`config.mk`:
```
export PLATFORM = sky130hd
export DESIGN_NAME = lucas_lehmer_engine
export DESIGN_NICKNAME = d
export VERILOG_FILES = /design/src/rtl/lucas_lehmer_engine.sv
export SDC_FILE = /design/constraint.sdc
export NUM_CORES = 1
export LEC_CHECK = 0
export CAP_MARGIN = 20
export CORE_ASPECT_RATIO = 1.2
export CORE_MARGIN = 2
export CORE_UTILIZATION = 49
export DETAILED_ROUTE_END_ITERATION = 6
export PLACE_DENSITY = 0.64
export SETUP_SLACK_MARGIN = 0.1
export SYNTH_ARGS = -nofsm -noshare
export SYNTH_HDL_FRONTEND = slang
export SYNTH_SLANG_ARGS = --single-unit
```
`constraint.sdc`:
```
create_clock -name clk -period 23.1 [get_ports clk]
set_input_delay 2.31 -clock clk [delete_from_list [all_inputs] [get_ports clk]]
set_output_delay 2.31 -clock clk [all_outputs]
set_load 0.02 [all_outputs]
```
`src/rtl/lucas_lehmer_engine.sv`:
```
// Lucas-Lehmer primality engine for Mersenne numbers 2^p-1 with a runtime exponent.
// Radix-2^R shift-add squarer, fold-based Mersenne reduction, abort and cycle reporting.
module lucas_lehmer_engine #(
    parameter int unsigned PMAX  = 31,
    parameter int unsigned R     = 1,
    parameter int unsigned EXP_W = 8,
    parameter int unsigned CYC_W = 16
) (
    input  logic             clk,
    input  logic             rst,
    input  logic             start,
    input  logic             abort,
    input  logic [EXP_W-1:0] exponent,
    output logic             busy,
    output logic             done,
    output logic             is_prime,
    output logic             err,
    output logic [PMAX-1:0]  residue,
    output logic [CYC_W-1:0] cycles
);

    // ceil(pmax / r) by repeated addition, keeping the design divider-free
    function automatic int unsigned calc_ndig(input int unsigned pmax, input int unsigned r);
        int unsigned n;
        n = 0;
        while (n * r < pmax) n++;
        return n;
    endfunction

    localparam int unsigned NDIG   = calc_ndig(PMAX, R);
    localparam int unsigned ACC_W  = 2 * PMAX;
    localparam int unsigned SPAD_W = NDIG * R;
    localparam int unsigned T_W    = PMAX + 1;
    localparam int unsigned K_W    = (NDIG > 1) ? $clog2(NDIG) : 1;

    typedef enum logic [2:0] {
        S_IDLE,
        S_MUL,
        S_RED,
        S_CHK,
        S_DONE
    } state_t;

    state_t             state_q, state_d;
    logic [EXP_W-1:0]   p_q, p_d;
    logic [PMAX-1:0]    s_q, s_d;
    logic [ACC_W-1:0]   acc_q, acc_d;
    logic [EXP_W-1:0]   cnt_q, cnt_d;
    logic [K_W-1:0]     k_q, k_d;
    logic               errf_q, errf_d;
    logic [CYC_W-1:0]   cyc_q, cyc_d;
    logic               busy_d, done_d, is_prime_d, err_d;
    logic [PMAX-1:0]    residue_d;
    logic [CYC_W-1:0]   cycles_d;

    logic [SPAD_W-1:0]  s_pad;
    logic [R-1:0]       digit;
    logic [31:0]        shamt;
    logic [ACC_W-1:0]   partial;
    logic [ACC_W-1:0]   mask_acc;
    logic [T_W-1:0]     mp, t, u0, u;
    logic [PMAX-1:0]    s_red;
    logic [CYC_W-1:0]   cyc_inc;
    logic               busy_state, bad_exp;

    // One radix-2^R partial product of s*s per MUL cycle
    assign s_pad   = SPAD_W'(s_q);
    assign shamt   = 32'(k_q) * 32'(R);
    assign digit   = R'(s_pad >> shamt);
    assign partial = (ACC_W'(s_q) * ACC_W'(digit)) << shamt;

    // Mersenne fold: 2^p == 1 mod M_p, so add the high half onto the low half twice
    assign mask_acc = (ACC_W'(1) << p_q) - ACC_W'(1);
    assign mp       = (T_W'(1) << p_q) - T_W'(1);
    assign t        = T_W'(PMAX'(acc_q & mask_acc)) + T_W'(PMAX'(acc_q >> p_q));
    assign u0       = (t & mp) + (t >> p_q);
    assign u        = (u0 == mp) ? '0 : u0;
    assign s_red    = (u >= T_W'(2)) ? PMAX'(u - T_W'(2)) : PMAX'(u + mp - T_W'(2));

    assign cyc_inc    = (cyc_q == '1) ? cyc_q : cyc_q + CYC_W'(1);
    assign busy_state = (state_q == S_MUL) || (state_q == S_RED) || (state_q == S_CHK);
    assign bad_exp    = (exponent < EXP_W'(2)) || (32'(exponent) > PMAX);

    always_ff @(posedge clk or posedge rst) begin
        if (rst) begin
            state_q  <= S_IDLE;
            p_q      <= '0;
            s_q      <= '0;
            acc_q    <= '0;
            cnt_q    <= '0;
            k_q      <= '0;
            errf_q   <= 1'b0;
            cyc_q    <= '0;
            busy     <= 1'b0;
            done     <= 1'b0;
            is_prime <= 1'b0;
            err      <= 1'b0;
            residue  <= '0;
            cycles   <= '0;
        end else begin
            state_q  <= state_d;
            p_q      <= p_d;
            s_q      <= s_d;
            acc_q    <= acc_d;
            cnt_q    <= cnt_d;
            k_q      <= k_d;
            errf_q   <= errf_d;
            cyc_q    <= cyc_d;
            busy     <= busy_d;
            done     <= done_d;
            is_prime <= is_prime_d;
            err      <= err_d;
            residue  <= residue_d;
            cycles   <= cycles_d;
        end
    end

    always_comb begin
        state_d    = state_q;
        p_d        = p_q;
        s_d        = s_q;
        acc_d      = acc_q;
        cnt_d      = cnt_q;
        k_d        = k_q;
        errf_d     = errf_q;
        cyc_d      = cyc_q;
        busy_d     = busy;
        done_d     = 1'b0;
        is_prime_d = is_prime;
        err_d      = err;
        residue_d  = residue;
        cycles_d   = cycles;

        case (state_q)
            S_IDLE: begin
                if (start) begin
                    p_d    = exponent;
                    acc_d  = '0;
                    k_d    = '0;
                    cyc_d  = '0;
                    busy_d = 1'b1;
                    // Trivial and out-of-range exponents spend a single busy cycle
                    if (bad_exp) begin
                        errf_d  = 1'b1;
                        s_d     = '0;
                        state_d = S_CHK;
                    end else if (exponent == EXP_W'(2)) begin
                        errf_d  = 1'b0;
                        s_d     = '0;
                        state_d = S_CHK;
                    end else begin
                        errf_d  = 1'b0;
                        s_d     = PMAX'(4);
                        cnt_d   = exponent - EXP_W'(2);
                        state_d = S_MUL;
                    end
                end
            end
            S_MUL: begin
                cyc_d = cyc_inc;
                acc_d = acc_q + partial;
                if (k_q == K_W'(NDIG - 1)) begin
                    k_d     = '0;
                    state_d = S_RED;
                end else begin
                    k_d = k_q + K_W'(1);
                end
            end
            S_RED: begin
                cyc_d   = cyc_inc;
                s_d     = s_red;
                cnt_d   = cnt_q - EXP_W'(1);
                acc_d   = '0;
                state_d = (cnt_q == EXP_W'(1)) ? S_CHK : S_MUL;
            end
            S_CHK: begin
                cyc_d      = cyc_inc;
                cycles_d   = cyc_inc;
                residue_d  = s_q;
                is_prime_d = (s_q == '0) && !errf_q;
                err_d      = errf_q;
                busy_d     = 1'b0;
                done_d     = 1'b1;
                state_d    = S_DONE;
            end
            S_DONE: begin
                state_d = S_IDLE;
            end
            default: begin
                state_d = S_IDLE;
            end
        endcase

        // Abort discards the running test and leaves the previous results visible
        if (abort && busy_state) begin
            state_d    = S_IDLE;
            busy_d     = 1'b0;
            done_d     = 1'b0;
            is_prime_d = is_prime;
            err_d      = err;
            residue_d  = residue;
            cycles_d   = cycles;
        end
    end

endmodule

```
======== Word-level counts from Yosys, hierarchy flattened ========
Cells that the tools add are included.
word-level totals
  input bits .............................. 12
  output and inout bits ................... 51
  word-level logic and storage cells ...... 106
  flip-flop bits (word level) ............. 185
operators by class
  bitwise logic cells ..................... 3
  $lt $le $gt $ge ......................... 3
  multiply operators ...................... 1
  equality and inequality tests ........... 13
  multiplexer cells ....................... 31
  add/sub/neg operators ................... 12
  shift-type cells ........................ 6
  reductions and logical operators ........ 23
operators by type and width
  kind                                                  count
  one-hot mux 62 bit (3 select lines)                   1
  subtractor 31 x 2 -> 31 bit, second input constant    3
  adder 62 bit                                          1
  two-way mux 31 bit                                    2
  two-way mux 62 bit                                    1
  one-hot mux 31 bit (2 select lines)                   1
  left shift 32 x 5 -> 62 bit                           1
  >> shifter 62 x 8 -> 31 bit                           1
  adder 31 x 31 -> 32 bit                               1
  adder 32 bit                                          1
  bitwise AND 32 bit                                    1
  == test 32 bit                                        1
  >= comparator 32 x 2 -> 1 bit, second input constant  1
  multiplier 31 x 1 -> 32 bit                           1
  two-way mux 16 bit                                    2
  two-way mux 32 bit                                    1
  one-hot mux 16 bit (2 select lines)                   1
  left shift 1 x 8 -> 32 bit, first input constant      1
  >> shifter 32 x 8 -> 32 bit                           1
  subtractor 32 x 2 -> 32 bit, second input constant    1
  adder 31 bit                                          1
  bitwise AND 31 bit                                    1
  zero test 31 bit                                      1
  left shift 1 x 8 -> 31 bit, first input constant      1
  other kinds (35)                                      64

======== Depth between registers and ports, before layout ========
Gate-level depths: netlist (run 1).
  depth in word-level cells ............... 12
  mapped depth ............................ 58
  depth with buffers taken out ............ 52

======== Worst setup path after synthesis (run 1) ========
Ideal clock, no wire load.
  path type ............................... reg-to-reg
  start point ............................. reg p_q[0]
  end point ............................... reg s_q[30], in the netlist s_pad[30]
  slack ................................... 10363 ps
  required time ........................... 23033 ps
  cell stages (with the launch flop) ...... 56
  library setup time ...................... 67 ps
  buffers on the path ..................... 7
  period minus slack after synthesis ...... 12737 ps
  arrival ................................. 12670 ps
  cells stage by stage .................... dfrtp_1 -> buf_1 -> clkbuf_1 -> buf_1 -> clkbuf_1 -> clkbuf_1 -> mux2_2 -> a221oi_1 -> a211oi_1 -> a211oi_1 -> a211oi_1 -> a21oi_1 -> nor2_1 -> ha_1 -> fa_1 -> a21o_1 -> a21oi_1 -> o21a_1 -> (+20 left out) -> buf_2 -> buf_2 -> nand2_1 -> ha_1 -> inv_1 -> ha_1 -> a21o_1 -> a21oi_1 -> o21ai_0 -> o311ai_0 -> nand3_1 -> a41oi_1 -> or3_1 -> a31oi_1 -> a211o_1 -> and2_1 -> a32oi_1 -> o41a_1
between the ends
  cells in the longest elaborated chain, start to end .. 12
  elaborated cells between the ends (all ways) .. 18
  those cells by class .................... add/sub: 7; order compare: 1; eq/ne: 1; shift: 4; mux: 3; bitwise: 2
ends and longest elaborated chain
  item                                                                      line  source
  start: declaration                                                        45    logic [EXP_W-1:0] p_q, p_d;
  start signal: assignment                                                  102   p_q <= p_d;
  left shift 1 x 8 -> 31 bit                                                73    assign mask_acc = (ACC_W'(1) << p_q) - ACC_W'(1);
  subtractor 31 x 2 -> 31 bit                                               73
  bitwise AND 31 bit                                                        75    assign t = T_W'(PMAX'(acc_q & mask_acc)) + T_W'(PMAX'(acc_q >> p_q));
  adder 31 x 31 -> 32 bit                                                   75
  >> shifter 32 x 8 -> 32 bit / bitwise AND 32 bit (equally long branches)  76    assign u0 = (t & mp) + (t >> p_q);
  adder 32 bit                                                              76
  == test 32 bit                                                            77    assign u = (u0 == mp) ? '0 : u0;
  two-way mux 32 bit                                                        77
  adder 31 bit                                                              78    assign s_red = (u >= T_W'(2)) ? PMAX'(u - T_W'(2)) : PMAX'(u + mp - T_W'(2));
  subtractor 31 x 2 -> 31 bit                                               78
  two-way mux 31 bit *                                                      78
  one-hot mux 31 bit (2 select lines) *                                     134   case (state_q)
  end signal: assignment                                                    88    s_q <= '0;
  end signal: assignment                                                    103   s_q <= s_d;
  end: declaration                                                          46    logic [PMAX-1:0] s_q, s_d;
Every way passes the cells marked *; elsewhere a longest branch is shown, timed or not.
A chain may end at the register's enable or synchronous reset.

======== Worst setup path in the final report (run 1) ========
Same ends and word-level chain as after synthesis.

==> results.rst, run 1 <==
.. list-table::
   :header-rows: 1

   * - Metric
     - Value
   * - Result of the run
     - finished, final reports clean
   * - Port Buffer Count
     - 62
   * - Final max-slew violation count
     - 0
   * - Maximum number of pins on one net before global-route repair
     - approximately 120
   * - CP Data Arrival Time
     - approximately 16 ns
   * - Number of placed instances, taps included
     - 4266
   * - Post-synthesis cell type count
     - 100
   * - Type of the worst min-delay path
     - register to register
   * - Post-synthesis share of cell area spent on xor and xnor gates
     - 0.0639
   * - Horizontal die dimension
     - 220 um
   * - Vias
     - approximately 29000
   * - Vias in the first global route
     - roughly 27000
   * - Actual slew at the worst max-slew pin
     - 1.27 ns
   * - Total global routing track utilization
     - 0.367
   * - Post-synthesis share of cell area spent on full adders, half adders and majority gates
     - 0.0898
   * - Number of iterations in the first detailed-routing pass
     - 6
   * - Highest ir drop seen on vdd
     - 0.163 mV
   * - Area growth, synth to finish
     - 5.89%
   * - Total power after layout
     - around 5.2 mW
   * - Fraction of final layout cells with drive strength greater than 1
     - 0.0701
   * - Post-Layout Cell Count
     - 4301
   * - Library cell contributing the largest single delay on the critical path
     - sky130_fd_sc_hd__dfrtp_4
   * - Predominant post-synthesis flop cell
     - sky130_fd_sc_hd__dfrtp_1
   * - Cell row count
     - 94
   * - Overflow after GRT
     - 0
   * - Die span in y
     - roughly 260 um
   * - Simple-gate share of the synthesized area
     - 0.240
   * - Fill count
     - around 5300
   * - Nature of the critical path endpoint
     - register
   * - Core box area
     - between 0.05 and 0.06 sq mm
   * - Initial antenna violation count
     - 1
   * - Total negative slack for setup checks
     - 0 ns
   * - Delay contributed by the slowest stage of the critical path
     - 0.82 ns
   * - Clock buffers created by TritonCTS
     - 17
   * - Clk buf depth
     - 2
   * - Post-DP Area
     - 0.0284 sq mm
   * - Post-synthesis net count
     - around 3900
   * - YS warnings
     - 0
   * - First-pass GRT wire length
     - 163000 um
   * - Count of max-cap constraint violations
     - 0
   * - Clk sinks
     - 185
   * - Post-Syn Area
     - 0.0274 sq mm
   * - M1 GR Usage
     - 0.456
   * - Worst clock skew
     - ~0.018 ns
   * - Post-cts resize count
     - 0
   * - Most frequent standard cell in the layout excluding fill and tap cells
     - sky130_fd_sc_hd__nand2_1
   * - Share of the cycle needed by the critical path after routing
     - 0.676
   * - Leak
     - 13.0 nW
   * - Quantity of hold-fixing buffers added after cts
     - 0
   * - Mux cell area share after synthesis
     - 0.124
   * - Cell Int Power
     - 2.17 mW
   * - Post-synthesis compound-gate area fraction
     - 0.260
   * - Flop and latch count out of synthesis
     - 185
   * - Sequential fraction of the synthesis area
     - 0.169
   * - Relative slew margins
     - 0.152
   * - Power per cell area
     - 180 mW/mm^2
   * - Classification of the worst setup path
     - register to register
   * - Met3 Use GR
     - 0.0593
   * - Part of the power in combinational logic
     - 0.828
   * - Area of the die
     - about 0.058 sq mm
   * - Total wirelength of the detailed-routed design
     - 108000 um
   * - Most heavily used metal layer in global routing
     - met2
   * - Sequential Power Share
     - 0.112
   * - Clock insertion delay at the later pin of the skew report
     - 0.47 ns
   * - Fin area
     - 0.0290 sq mm
   * - Max H-tree Level
     - 4
   * - Sw Ratio
     - 0.585
   * - Starting density of the core
     - 0.497
   * - Data required time of the critical path
     - 23.51 ns
   * - Dominant combinational cell family by area after synthesis
     - compound AO/OA/AOI/OAI gates
   * - Reg clk slew, reported paths
     - 0.08 ns
   * - Number of setup violations in the final report
     - 0
   * - Maximum clock rate
     - 0.0640 GHz
   * - DRC violation total after the first TritonRoute iteration
     - 3375
   * - Top-level port count
     - 63
   * - Number of endpoints with negative hold slack in the final report
     - 0
   * - Clock tree root driver cell
     - sky130_fd_sc_hd__clkbuf_16
   * - Psw
     - 3.05 mW
   * - Met2 usage
     - 0.581
   * - Most frequent cells in the layout
     - sky130_fd_sc_hd__nand2_1, sky130_fd_sc_hd__nor2_1, sky130_fd_sc_hd__o21ai_0
   * - Post-synth EDFFs
     - 0
   * - Post-route minimum period
     - ~16 ns
   * - Average instance area after synthesis
     - 7.45 sq um
   * - Post-synthesis instance total
     - 3673
   * - Number of setup buffers added after CTS
     - 0
   * - Remaining antenna violation count after routing
     - 0
   * - Detailed-route wire length per cell
     - ~25 um
   * - DRC Markers
     - 0
   * - Clock group share of total power
     - 0.060
   * - Highest net fanout along the worst path
     - between 40 and 50
   * - Estimated wirelength of the detail-placed design
     - 83300 um
   * - TritonCTS clock tree
     - built
   * - Number of nets in the layout
     - ~3800
   * - Post-detailed-route via-to-cell ratio
     - 6.68
   * - Setup repair after global routing missed its margin
     - false
   * - Async set-reset flop share out of synthesis
     - 1.00
   * - Dominant cell type by count on the critical path
     - sky130_fd_sc_hd__a21oi_1
   * - Last weighted congestion value of the routability-driven placer
     - between 1 and 1.5
   * - Worst Setup Start Kind
     - register
[sequential cells by signal, summed over array words and instances, names as in the netlist]
name	flops
cyc_q	16
acc_q	62
s_pad	31
is_prime	1
state_q	3
done	1
cycles	16
p_q	8
cnt_q	8
busy	1
k_q	5
err	1
errf_q	1
residue	31
[area by class of cell]
type                            count  area (sq um)  area share
Multi-Input combinational cell   3112         21300       0.736
Sequential cell                   185          4650       0.160
Timing Repair Buffer              107           956      0.0330
Tap cell                          720           901      0.0311
Inverter                          144           549      0.0190
Clock buffer                       18           429      0.0148
Clock inverter                     14           179     0.00617
Antenna cell                        1          2.50   0.0000863
[routing by layer]
metal | share of wire | wire, um | vias to the layer above
met4 | 0.079 | 8600 | 2
met5 | 0.00012 | 13 | -
met1 | 0.39 | 42500 | 13565
met3 | 0.076 | 8270 | 410
met2 | 0.45 | 48900 | 1495
li1 | - | - | 13245
[path summary, 6_finish.rpt]
kind	startpoint	endpoint	slack, ns	cells after the start
setup / recovery	p_q[0]$_DFFE_PP0P_	s_pad[30]$_DFFE_PP0P_	7.48	53
hold / removal	residue[28]$_DFFE_PP0P_	residue[28]$_DFFE_PP0P_	0.48	2
min in group asynchronous	rst	cnt_q[4]$_DFFE_PP0P_	2.36	2
hold reg to reg	residue[28]$_DFFE_PP0P_	residue[28]$_DFFE_PP0P_	0.48	2
max in group asynchronous	rst	p_q[7]$_DFFE_PP0P_	19.20	3
setup reg to reg	p_q[0]$_DFFE_PP0P_	s_pad[30]$_DFFE_PP0P_	7.48	53
[metrics by stage]
step / util / hold slack, ns / worst slack [ns]
after floorplan: - / 0.462 / 10.36
after global placement: 0.515 / 0.460 / 8.16
after detailed placement: 0.515 / 0.462 / 7.82
after CTS: 0.526 / 0.482 / 7.71
after global routing: 0.527 / 0.508 / 6.32
final: 0.527 / 0.480 / 7.48
[power by group through the flow]
stage	clock [mW]	sequential (mW)	combinational [mW]
2_1_floorplan	0	0.523	3.09
3_3_place_gp	0	0.578	4.12
3_5_place_dp	0	0.583	4.15
4_1_cts	0.316	0.577	4.18
5_1_grt	0.327	0.595	4.65
6_report	0.311	0.585	4.32
[critical path, delay by kind of cell (launching register included)]
family	cells	cell delay, ns
mux	1	0.44
simple gates	12	2.10
xor+xnor	2	0.86
flops	1	0.82
compound gates	29	7.99
fa+ha+maj	5	1.62
buf+inv	4	1.62
[cell usage after synthesis (101+ instances only)]
library cell	number	share of area
sky130_fd_sc_hd__nand2_1	436	0.060
sky130_fd_sc_hd__nor2_1	387	0.053
sky130_fd_sc_hd__o21ai_0	261	0.048
sky130_fd_sc_hd__a21oi_1	226	0.041
sky130_fd_sc_hd__ha_1	190	0.087
sky130_fd_sc_hd__dfrtp_1	185	0.17
sky130_fd_sc_hd__clkbuf_1	178	0.024
sky130_fd_sc_hd__mux2i_1	158	0.058
sky130_fd_sc_hd__inv_1	139	0.019
sky130_fd_sc_hd__xnor2_1	109	0.035
sky130_fd_sc_hd__a21o_1	101	0.028
sky130_fd_sc_hd__nand3_1	101	0.018
[cells by family after synthesis]
family / after synthesis
adder cells (fa/ha/maj): 194
multiplexers: 262
flip-flops: 185
buffers and inverters: 376
XOR/XNOR: 191
AO/OA/AOI/OAI: 1070
AND/OR/NAND/NOR: 1395
(Power assumes the default switching activity.)
==> inputs of run 2 (changes only) <==
--- a/config.mk
+++ b/config.mk
@@ -10,7 +10,7 @@
 export CORE_MARGIN = 2
 export CORE_UTILIZATION = 49
 export DETAILED_ROUTE_END_ITERATION = 6
-export PLACE_DENSITY = 0.64
+export PLACE_DENSITY = 0.67
 export SETUP_SLACK_MARGIN = 0.1
 export SYNTH_ARGS = -nofsm -noshare
 export SYNTH_HDL_FRONTEND = slang
==> constraint.sdc (replaced) <==
create_clock -name clk -period 13.9 [get_ports clk]
set_input_delay 1.39 -clock clk [delete_from_list [all_inputs] [get_ports clk]]
set_output_delay 1.39 -clock clk [all_outputs]
set_load 0.02 [all_outputs]
==> results.rst, run 2 (synthesis results as in run 1) <==
.. list-table::
   :header-rows: 1

   * - Metric
     - Value
   * - CP Depth
     - 46 (was 53)
   * - R2r startpoint
     - p_q[7]$_DFFE_PP0P_ (was p_q[0]$_DFFE_PP0P_)
   * - Library cell contributing the largest single delay on the critical path
     - sky130_fd_sc_hd__nor2_1 (was sky130_fd_sc_hd__dfrtp_4)
   * - Leak
     - 13.2 nW (was 13.0 nW)
   * - Core box area
     - 0.0550 sq mm (unchanged)
   * - Reg clk slew, reported paths
     - 0.09 ns (was 0.08 ns)
   * - Clock buffers created by TritonCTS
     - 17 (unchanged)
   * - Vias
     - 28481 (was 28717)
   * - Cell row count
     - 94 (unchanged)
   * - CP Data Arrival Time
     - 13.53 ns (was 16.03 ns)
   * - Port Buffer Count
     - 62 (unchanged)
   * - Relative slew margins
     - 0.277 (was 0.152)
   * - Initial antenna violation count
     - 3 (was 1)
   * - Top register by number of flip-flops
     - acc_q (unchanged)
   * - Post-detailed-route via-to-cell ratio
     - 6.56 (was 6.68)
   * - Post-route minimum period
     - 13.11 ns (was 15.62 ns)
   * - Slack of the worst reg-to-reg path
     - 0.79 ns (was 7.48 ns)
   * - Most frequent cells in the layout
     - sky130_fd_sc_hd__nand2_1, sky130_fd_sc_hd__nor2_1, sky130_fd_sc_hd__o21ai_0 (unchanged)
   * - Cell Int Power
     - 3.71 mW (was 2.17 mW)
   * - Total global routing track utilization
     - 0.345 (was 0.367)
   * - Estimated wirelength of the detail-placed design
     - 78500 um (was 83300 um)
   * - Worst clock skew
     - 0.0194 ns (was 0.0181 ns)
   * - Maximum number of pins on one net before global-route repair
     - 114 (was 119)
   * - Post-Layout Cell Count
     - 4343 (was 4301)
   * - Most frequent standard cell in the layout excluding fill and tap cells
     - sky130_fd_sc_hd__nand2_1 (unchanged)
   * - Clk buf depth
     - 2 (unchanged)
   * - Sequential Power Share
     - 0.107 (was 0.112)
   * - Starting density of the core
     - 0.497 (unchanged)
   * - DRC violation total after the first TritonRoute iteration
     - 3265 (was 3375)
   * - Top-level port count
     - 63 (unchanged)
   * - Actual slew at the worst max-slew pin
     - 1.08 ns (was 1.27 ns)
   * - Clk sinks
     - 185 (unchanged)
   * - CP Buf/Inv Count
     - 5 (was 4)
   * - Result of the run
     - finished, final reports clean (unchanged)
   * - Highest ir drop seen on vdd
     - 0.273 mV (was 0.163 mV)
   * - Nature of the critical path endpoint
     - register (unchanged)
   * - Detailed-route wire length per cell
     - 23.4 um (was 25.2 um)
   * - Overflow after GRT
     - 0 (unchanged)
   * - Die span in y
     - 263 um (unchanged)
   * - Count of cells along the worst register-to-register path
     - 46 (was 53)
   * - Type of the worst min-delay path
     - register to register (unchanged)
   * - First-pass GRT wire length
     - 156000 um (was 163000 um)
   * - Power per cell area
     - 296 mW/mm^2 (was 180 mW/mm^2)
   * - Crit-path leading delay family
     - simple AND/OR/NAND/NOR gates (was compound AO/OA/AOI/OAI gates)
   * - Area of the die
     - 0.0578 sq mm (unchanged)
   * - Horizontal die dimension
     - 220 um (unchanged)
   * - Fraction of final layout cells with drive strength greater than 1
     - 0.0831 (was 0.0701)
   * - Number of nets in the layout
     - 3816 (was 3773)
   * - DRC Markers
     - 0 (unchanged)
   * - Classification of the worst setup path
     - register to register (unchanged)
   * - Clock insertion delay at the later pin of the skew report
     - 0.47 ns (about the same)
   * - Number of endpoints with negative hold slack in the final report
     - 0 (unchanged)
   * - Quantity of hold-fixing buffers added after cts
     - 0 (unchanged)
   * - Last weighted congestion value of the routability-driven placer
     - 1.10 (was 1.06)
   * - Worst Setup Start Kind
     - register (unchanged)
   * - Total wirelength of the detailed-routed design
     - 102000 um (was 108000 um)
   * - Count of max-cap constraint violations
     - 0 (unchanged)
   * - RR Endpoint
     - s_pad[30]$_DFFE_PP0P_ (unchanged)
   * - Max H-tree Level
     - 4 (unchanged)
   * - Psw
     - 4.99 mW (was 3.05 mW)
   * - End point of the critical path
     - s_pad[30]$_DFFE_PP0P_ (unchanged)
   * - Final max-slew violation count
     - 0 (unchanged)
   * - Worst setup startpoint
     - p_q[7]$_DFFE_PP0P_ (was p_q[0]$_DFFE_PP0P_)
   * - Highest net fanout along the worst path
     - 40 (was 49)
   * - Part of the power in combinational logic
     - 0.831 (was 0.828)
   * - Total negative slack for setup checks
     - 0 ns (unchanged)
   * - Data required time of the critical path
     - 14.32 ns (was 23.51 ns)
   * - ANT cells
     - 0 (was 1)
   * - Number of setup violations in the final report
     - 0 (unchanged)
   * - Vias in the first global route
     - 26659 (was 26779)
   * - Clock group share of total power
     - 0.062 (was 0.060)
   * - Number of placed instances, taps included
     - 4308 (was 4266)
   * - Clock tree root driver cell
     - sky130_fd_sc_hd__clkbuf_16 (unchanged)
   * - Delay contributed by the slowest stage of the critical path
     - 0.86 ns (was 0.82 ns)
   * - Remaining antenna violation count after routing
     - 0 (unchanged)
   * - Share of the cycle needed by the critical path after routing
     - 0.943 (was 0.676)
   * - Maximum clock rate
     - 0.0763 GHz (was 0.0640 GHz)
   * - TritonCTS clock tree
     - built (unchanged)
   * - Setup repair after global routing missed its margin
     - false (unchanged)
   * - Area growth, synth to finish
     - 7.50% (was 5.89%)
   * - Sw Ratio
     - 0.573 (was 0.585)
   * - Max reg flops
     - 62 (unchanged)
   * - Number of iterations in the first detailed-routing pass
     - 7 (was 6)
-- run 2: changes by cell type in the layout (fill, tap and decap cells not counted), moves of 2 or more --
| cell | delta |
|---|---|
| sky130_fd_sc_hd__buf_4 | +40 |
| sky130_fd_sc_hd__inv_12 | +2 |
| sky130_fd_sc_hd__buf_12 | +3 |
| sky130_fd_sc_hd__clkinv_8 | +3 |
| sky130_fd_sc_hd__clkinv_2 | -2 |
-- run 2: through the flow --
step	utilization	cell area, sq um	hold WS, ns	power [mW]	setup slack [ns]
3_3_place_gp	0.521	28700	0.458	7.89	0.505
2_1_floorplan	-	27400	0.462	6.00	1.16
3_5_place_dp	0.521	28700	0.463	7.87	0.511
5_1_grt	0.535	29400	0.500	9.32	0.0738
6_report	0.535	29400	0.481	8.71	0.790
4_1_cts	0.533	29400	0.483	8.46	0.451
-- run 2: worst min-delay path by stage --
stage	startpoint	end	slack, ns	cells past startpoint
finish	residue[28]$_DFFE_PP0P_	residue[28]$_DFFE_PP0P_	0.48	2
global route	residue[25]$_DFFE_PP0P_	residue[25]$_DFFE_PP0P_	0.50	2
CTS	residue[25]$_DFFE_PP0P_	residue[25]$_DFFE_PP0P_	0.48	2
detailed placement	residue[29]$_DFFE_PP0P_	residue[29]$_DFFE_PP0P_	0.46	2
global placement	residue[18]$_DFFE_PP0P_	residue[18]$_DFFE_PP0P_	0.46	2
floorplan	errf_q$_DFFE_PP0P_	err$_DFFE_PP0P_	0.46	2
-- run 2: layout make-up --
type                    instances  area [sq um]
clock buffers                  17           425
clock inverters                15           228
fillers                      5400         25600
inverters                     144           551
multi-input cells            3112         21400
flip-flops and latches        185          4650
well taps                     720           901
repair buffers                150          1320
-- run 2: tightest hold or removal path, cell delays in order, from the launching register on --
cell and delay, ns:
sky130_fd_sc_hd__dfrtp_1 0.35, sky130_fd_sc_hd__nand2_1 0.05, sky130_fd_sc_hd__nand2_1 0.06
-- run 2: metal layers --
layer	global-route usage	wire length (um)
met5	0	0
met4	0.204	7010
met3	0.0525	7830
met2	0.548	46200
met1	0.440	40800
-- run 2: power groups by stage --
| stage | Combinational [mW] | Clock [mW] | Sequential [mW] |
|---|---|---|---|
| 6_report | 7.24 | 0.539 | 0.933 |
| 3_5_place_dp | 6.93 | 0 | 0.942 |
| 2_1_floorplan | 5.13 | 0 | 0.870 |
| 3_3_place_gp | 6.95 | 0 | 0.937 |
| 4_1_cts | 6.98 | 0.543 | 0.932 |
| 5_1_grt | 7.81 | 0.563 | 0.948 |
-- run 2: repair_timing --
action / 4_1_cts / 5_1_grt
hold endpoints to repair: 0 / 0
gates resized for setup: 0 / 9
setup endpoints to repair: 0 / 18
setup buffers: 0 / 2
